### config.mk
export PLATFORM = sky130hd
export DESIGN_NAME = vga_timing_gen
export DESIGN_NICKNAME = d
export VERILOG_FILES = /design/src/rtl/vga_timing_gen.sv
export SDC_FILE = /design/constraint.sdc
export NUM_CORES = 1
export LEC_CHECK = 0
export ABC_AREA = 0
export BUFFER_PORTS_ARGS = -buffer_cell sky130_fd_sc_hd__buf_2
export CAP_MARGIN = 20
export CORE_ASPECT_RATIO = 0.9
export CORE_MARGIN = 5
export CORE_UTILIZATION = 48
export CTS_CLUSTER_SIZE = 14
export DETAILED_ROUTE_END_ITERATION = 16
export GPL_TIMING_DRIVEN = 1
export PLACE_DENSITY = 0.74
export SETUP_SLACK_MARGIN = 0.15
export SYNTH_ARGS = -nofsm -noshare
export SYNTH_HDL_FRONTEND = slang
export SYNTH_SLANG_ARGS = --single-unit
### constraint.sdc
create_clock -name clk -period 2.2 [get_ports clk]
set_input_delay 0.11 -clock clk [delete_from_list [all_inputs] [get_ports clk]]
set_output_delay 0.11 -clock clk [all_outputs]
set_load 0.005 [all_outputs]
### src/rtl/vga_timing_gen.sv
// vga_timing_gen: parametrised raster timing generator.
// A pixel-clock divider produces p_tick. p_tick steps a horizontal counter,
// and the horizontal wrap steps a vertical counter. Every output is
// registered from the decode of the next-state counter values. This puts
// sync, blanking and strobes on the same edge as the counters, with no
// combinational glitches.
module vga_timing_gen #(
  parameter int H_ACTIVE  = 640,
  parameter int H_FP      = 16,
  parameter int H_SYNC    = 96,
  parameter int H_BP      = 48,
  parameter int V_ACTIVE  = 480,
  parameter int V_FP      = 10,
  parameter int V_SYNC    = 2,
  parameter int V_BP      = 33,
  parameter bit HSYNC_POL = 1'b0,
  parameter bit VSYNC_POL = 1'b0,
  parameter int CLK_DIV   = 2,
  parameter int CW        = 11
) (
  input  logic          clk,
  input  logic          reset,
  input  logic          en,
  output logic          p_tick,
  output logic          hsync,
  output logic          vsync,
  output logic          video_on,
  output logic [CW-1:0] pixel_x,
  output logic [CW-1:0] pixel_y,
  output logic          line_start,
  output logic          frame_start
);

  localparam int H_TOTAL = H_ACTIVE + H_FP + H_SYNC + H_BP;
  localparam int V_TOTAL = V_ACTIVE + V_FP + V_SYNC + V_BP;
  localparam int DW      = (CLK_DIV > 1) ? $clog2(CLK_DIV) : 1;

  localparam logic [DW-1:0] DIV_MAX = DW'(CLK_DIV - 1);
  localparam logic [CW-1:0] H_MAX   = CW'(H_TOTAL - 1);
  localparam logic [CW-1:0] V_MAX   = CW'(V_TOTAL - 1);
  localparam logic [CW-1:0] H_ACT   = CW'(H_ACTIVE);
  localparam logic [CW-1:0] V_ACT   = CW'(V_ACTIVE);
  localparam logic [CW-1:0] HS_BEG  = CW'(H_ACTIVE + H_FP);
  localparam logic [CW-1:0] HS_LAST = CW'(H_ACTIVE + H_FP + H_SYNC - 1);
  localparam logic [CW-1:0] VS_BEG  = CW'(V_ACTIVE + V_FP);
  localparam logic [CW-1:0] VS_LAST = CW'(V_ACTIVE + V_FP + V_SYNC - 1);

  logic [DW-1:0] div_q, div_d;
  logic [CW-1:0] h_q, h_d;
  logic [CW-1:0] v_q, v_d;
  logic          h_end, v_end;
  logic          active_d, hs_win_d, vs_win_d;
  logic          video_on_q, hsync_q, vsync_q;
  logic          line_start_q, frame_start_q;

  // The divider only runs when enabled. p_tick is forced low while reset is
  // asserted, so no counter step can coincide with reset.
  always_comb begin
    div_d = div_q;
    if (en) begin
      div_d = (div_q == DIV_MAX) ? '0 : div_q + DW'(1);
    end
  end

  assign p_tick = reset && en && (div_q == DIV_MAX);
  assign h_end  = (h_q == H_MAX);
  assign v_end  = (v_q == V_MAX);

  // Next-state raster position: h steps on every p_tick, and v steps on the horizontal wrap.
  always_comb begin
    h_d = h_q;
    v_d = v_q;
    if (p_tick) begin
      h_d = h_end ? '0 : h_q + CW'(1);
      if (h_end) begin
        v_d = v_end ? '0 : v_q + CW'(1);
      end
    end
  end

  // Decode of the next-state position, which the output registers load.
  always_comb begin
    active_d = (h_d < H_ACT) && (v_d < V_ACT);
    hs_win_d = (h_d >= HS_BEG) && (h_d <= HS_LAST);
    vs_win_d = (v_d >= VS_BEG) && (v_d <= VS_LAST);
  end

  // Counter and output registers. Outputs load on every edge, so they
  // simply reload their held values while en is low.
  always_ff @(posedge clk) begin
    if (!reset) begin
      div_q         <= '0;
      h_q           <= '0;
      v_q           <= '0;
      video_on_q    <= 1'b0;
      hsync_q       <= ~HSYNC_POL;
      vsync_q       <= ~VSYNC_POL;
      line_start_q  <= 1'b0;
      frame_start_q <= 1'b0;
    end else begin
      div_q         <= div_d;
      h_q           <= h_d;
      v_q           <= v_d;
      video_on_q    <= active_d;
      hsync_q       <= hs_win_d ? HSYNC_POL : ~HSYNC_POL;
      vsync_q       <= vs_win_d ? VSYNC_POL : ~VSYNC_POL;
      line_start_q  <= p_tick && h_end;
      frame_start_q <= p_tick && h_end && v_end;
    end
  end

  assign pixel_x     = h_q;
  assign pixel_y     = v_q;
  assign video_on    = video_on_q;
  assign hsync       = hsync_q;
  assign vsync       = vsync_q;
  assign line_start  = line_start_q;
  assign frame_start = frame_start_q;

endmodule

==> results.yml <==
timing:
  fmax_ghz: 0.4135
  setup_violations: 3
  slew_viol_final: 0
  final-hold-violation-count: 0
  fin_skew_ps: 4.416
  fin_hold_ws_ps: 121.8
  period_share_pct: 109.9
  grt_setup_unrepaired: "yes"
  finalCriticalPeriod_ps: 2418
  tightest_slew_ps: 527.5
  relSlewSlack_pct: 64.39
  finalWorstSetupSlack_ps: -218.2
synth:
  ys.flop_type: "dfxtp_1"
  synth_edf_count: 0
  netlist_top_cells_count: "dfxtp_1, nand3_1, nor2_1"
  synth_most_common_cell: "dfxtp_1"
  synth_top_area_share_pct: 37.55
  synth_seq_area_share_pct: 37.55
  syn_nets: 179
  async_reset_ff_share_pct: 0
  synth.ff_latch_count: 28
  synthCells: 173
  synth_top_area_cell: "dfxtp_1"
  syn_area_sq_mm: 0.001493
  yosys_warnings: 0
  ys_top_cells_by_area: "dfxtp_1, nand3_1, xor2_1"
  synth_cell_types: 48
  syn_area_per_cell_sq_um: 8.628
grt:
  overflow: 0
  grt_pass1_wl_um: 7024
  antenna_found_initial: 0
  grtUsageMet3_pct: 3.777
  busiest_layer: "met2"
  first_global_vias: 1519
  track_usage_pct: 20.70
  grt_max_degree: 21
  use_met2_pct: 37.07
  met1_usage_pct: 25.16
worst_setup_path:
  start_kind: "register"
  cp_slowest_cell: "or4b_4"
  reg2reg_depth: 7
  path_delay_family: "simple AND/OR/NAND/NOR gates"
  startpoint: "pixel_x[5]$_SDFF_PN0_"
  worstSetupEndpoint: "vsync$_SDFF_PN1_"
  ff2ff_setup_slack_ps: -220
  path_class: "reg -> reg"
  critical_path_arrival_ps: 2660
  critPathCaptureType: "register"
  crit_chain: "or4b_4 > or4_4 > inv_2 > nand4_1 > xor2_1 > a211o_1 > or3_1"
  reg2reg_to: "vsync$_SDFF_PN1_"
  path_buf_inv: 1
  required_ps: 2440
  critPathMaxFanout: 5
  r2r-start: "pixel_x[5]$_SDFF_PN0_"
  slowest_delay_ps: 530
  cp.depth: 7
floorplanning:
  die-area_sq_mm: 0.004327
  core_sq_mm: 0.003019
  initial_core_util_pct: 49.44
  rows: 19
  die_x_um: 68.78
  die_h_um: 62.91
  ioPinCount: 31
route:
  drt_iter0_drc: 92
  wirelength_um: 4091
  drcViolationCount: 0
  via_count: 1531
  dr.pass1.iters: 4
  ant_nets: 0
  post_drt_wl_per_cell_um: 14.61
  vias_per_cell: 5.468
place:
  place_ws_ps: -214.0
  portBuffers: 30
  dp_hpwl_um: 2915
  dpl-instance-area_sq_mm: 0.001916
  gp_congestion: 0.8683
finish:
  design_area_sq_mm: 0.002098
  antennaDiodeCount: 0
  syn2layout_area_growth_pct: 40.57
  drive_above_1_share_pct: 40.76
  final_nets: 245
clock_network:
  clockBufferDepth: 2
  numCtsBuffers: 3
  h-tree-depth: 1
  tritoncts: "yes"
  path_clk_slew_ps: 150
  clock_latency_ps: 340
  ctsHoldBuffers: 0
  cts-root-buf: "clkbuf_4"
  cts_sinks: 28
power:
  p_sw_w: 0.0001823
  power_frac_seq_pct: 63.2
  ir_drop_mv: 0.4661
  clock_power_share_pct: 31.8
  combPwrFrac_pct: 5.0
  p_int_w: 0.0006331
  p_leak_nw: 0.9095
  switching_share_pct: 22.36
  powerDensity_mw_per_mm2: 388.6
flow_run:
  maxCapViolCount: 0
outcome:
  violations: "setup timing"
  status: "finished with violations"
min_path:
  hp-class: "in -> reg"
==> sequential cells by signal, indices dropped and copies added, names as in the netlist <==
name and flops:
pixel_y 11, pixel_x 11, line_start 1, vsync 1, frame_start 1, div_q 1, hsync 1, video_on 1
==> cells in the final DEF (no fill, tap or decap), drive strengths merged, types with 6 or more instances in the layout <==
master | synthesis | routed
xor2 | 8 | 8
o21ai | 7 | 7
nor2 | 10 | 10
inv | 6 | 6
nand3 | 14 | 14
nor3 | 7 | 7
buf | 2 | 72
nand2 | 7 | 7
dfxtp | 28 | 28
nor2b | 8 | 8
and2 | 7 | 7
xnor2 | 7 | 7
nand4 | 7 | 7
==> layer usage <==
metal  routed length (um)  up-vias
li1                     -      754
met5                    0        -
met2                 2118       31
met3                  145        6
met1                 1778      740
met4                   49        0
==> worst register-to-register path, stage by stage, from the launching register on <==
cell and delay, ps:
dfxtp_2 350, or4b_4 530, or4_4 470, inv_2 100, nand4_1 120, xor2_1 170, a211o_1 240, or3_1 330
==> area by class of cell <==
cell class,count,area (sq um)
clock buffers,4,36.28
inverters,6,22.52
fillers,248,920.9
repair buffers,72,469.2
well taps,42,52.55
multi-input cells,128,953.4
flip-flops and latches,28,564.3
==> worst min-delay path by stage <==
stage                     depth (start not counted)                    end  slack, ps           startpoint
after floorplan                                   2  pixel_x[5]$_SDFF_PN0_        320                reset
after global placement                            3     div_q$_SDFFE_PN0P_        480                   en
after detailed placement                          1               video_on        490  video_on$_SDFF_PN0_
after CTS                                         3     div_q$_SDFFE_PN0P_        120                   en
after global routing                              3     div_q$_SDFFE_PN0P_        120                   en
final                                             3     div_q$_SDFFE_PN0P_        120                   en
==> timing repair <==
item	CTS	global route
pin swaps	4	3
setup endpoints to repair	7	12
resized for setup	12	11
buffers inserted	5	1
endpoints found under the hold margin	0	0
==> power groups by stage <==
stage	registers, W	logic (W)	clock network [W]
global placement	0.000525	0.0000378	0
global route	0.000516	0.0000448	0.000295
CTS	0.000515	0.0000400	0.000270
detailed placement	0.000525	0.0000390	0
finish	0.000515	0.0000407	0.000260
floorplan	0.000527	0.0000166	0
==> cells by family after synthesis <==
family          count (synthesis)  share of synthesized area [%]
simple gates                   79                          30.68
compound gates                 31                          15.34
flops                          28                          37.55
buf+inv                        17                          5.113
xor+xnor                       15                          8.802
fa+ha+maj                       3                          2.515
==> through the flow <==
step	util [%]	total power (W)	std cells	setup TNS, ps
after global placement	63.45	0.0005624	270	-258.6
after global routing	69.50	0.0008562	280	-752.8
after floorplan	-	0.0005437	173	-377.2
final	69.50	0.0008155	280	-458.7
after CTS	67.59	0.0008253	279	-509.2
after detailed placement	63.45	0.0005640	270	-413.8
No activity file was read; power rests on OpenSTA's default activity.
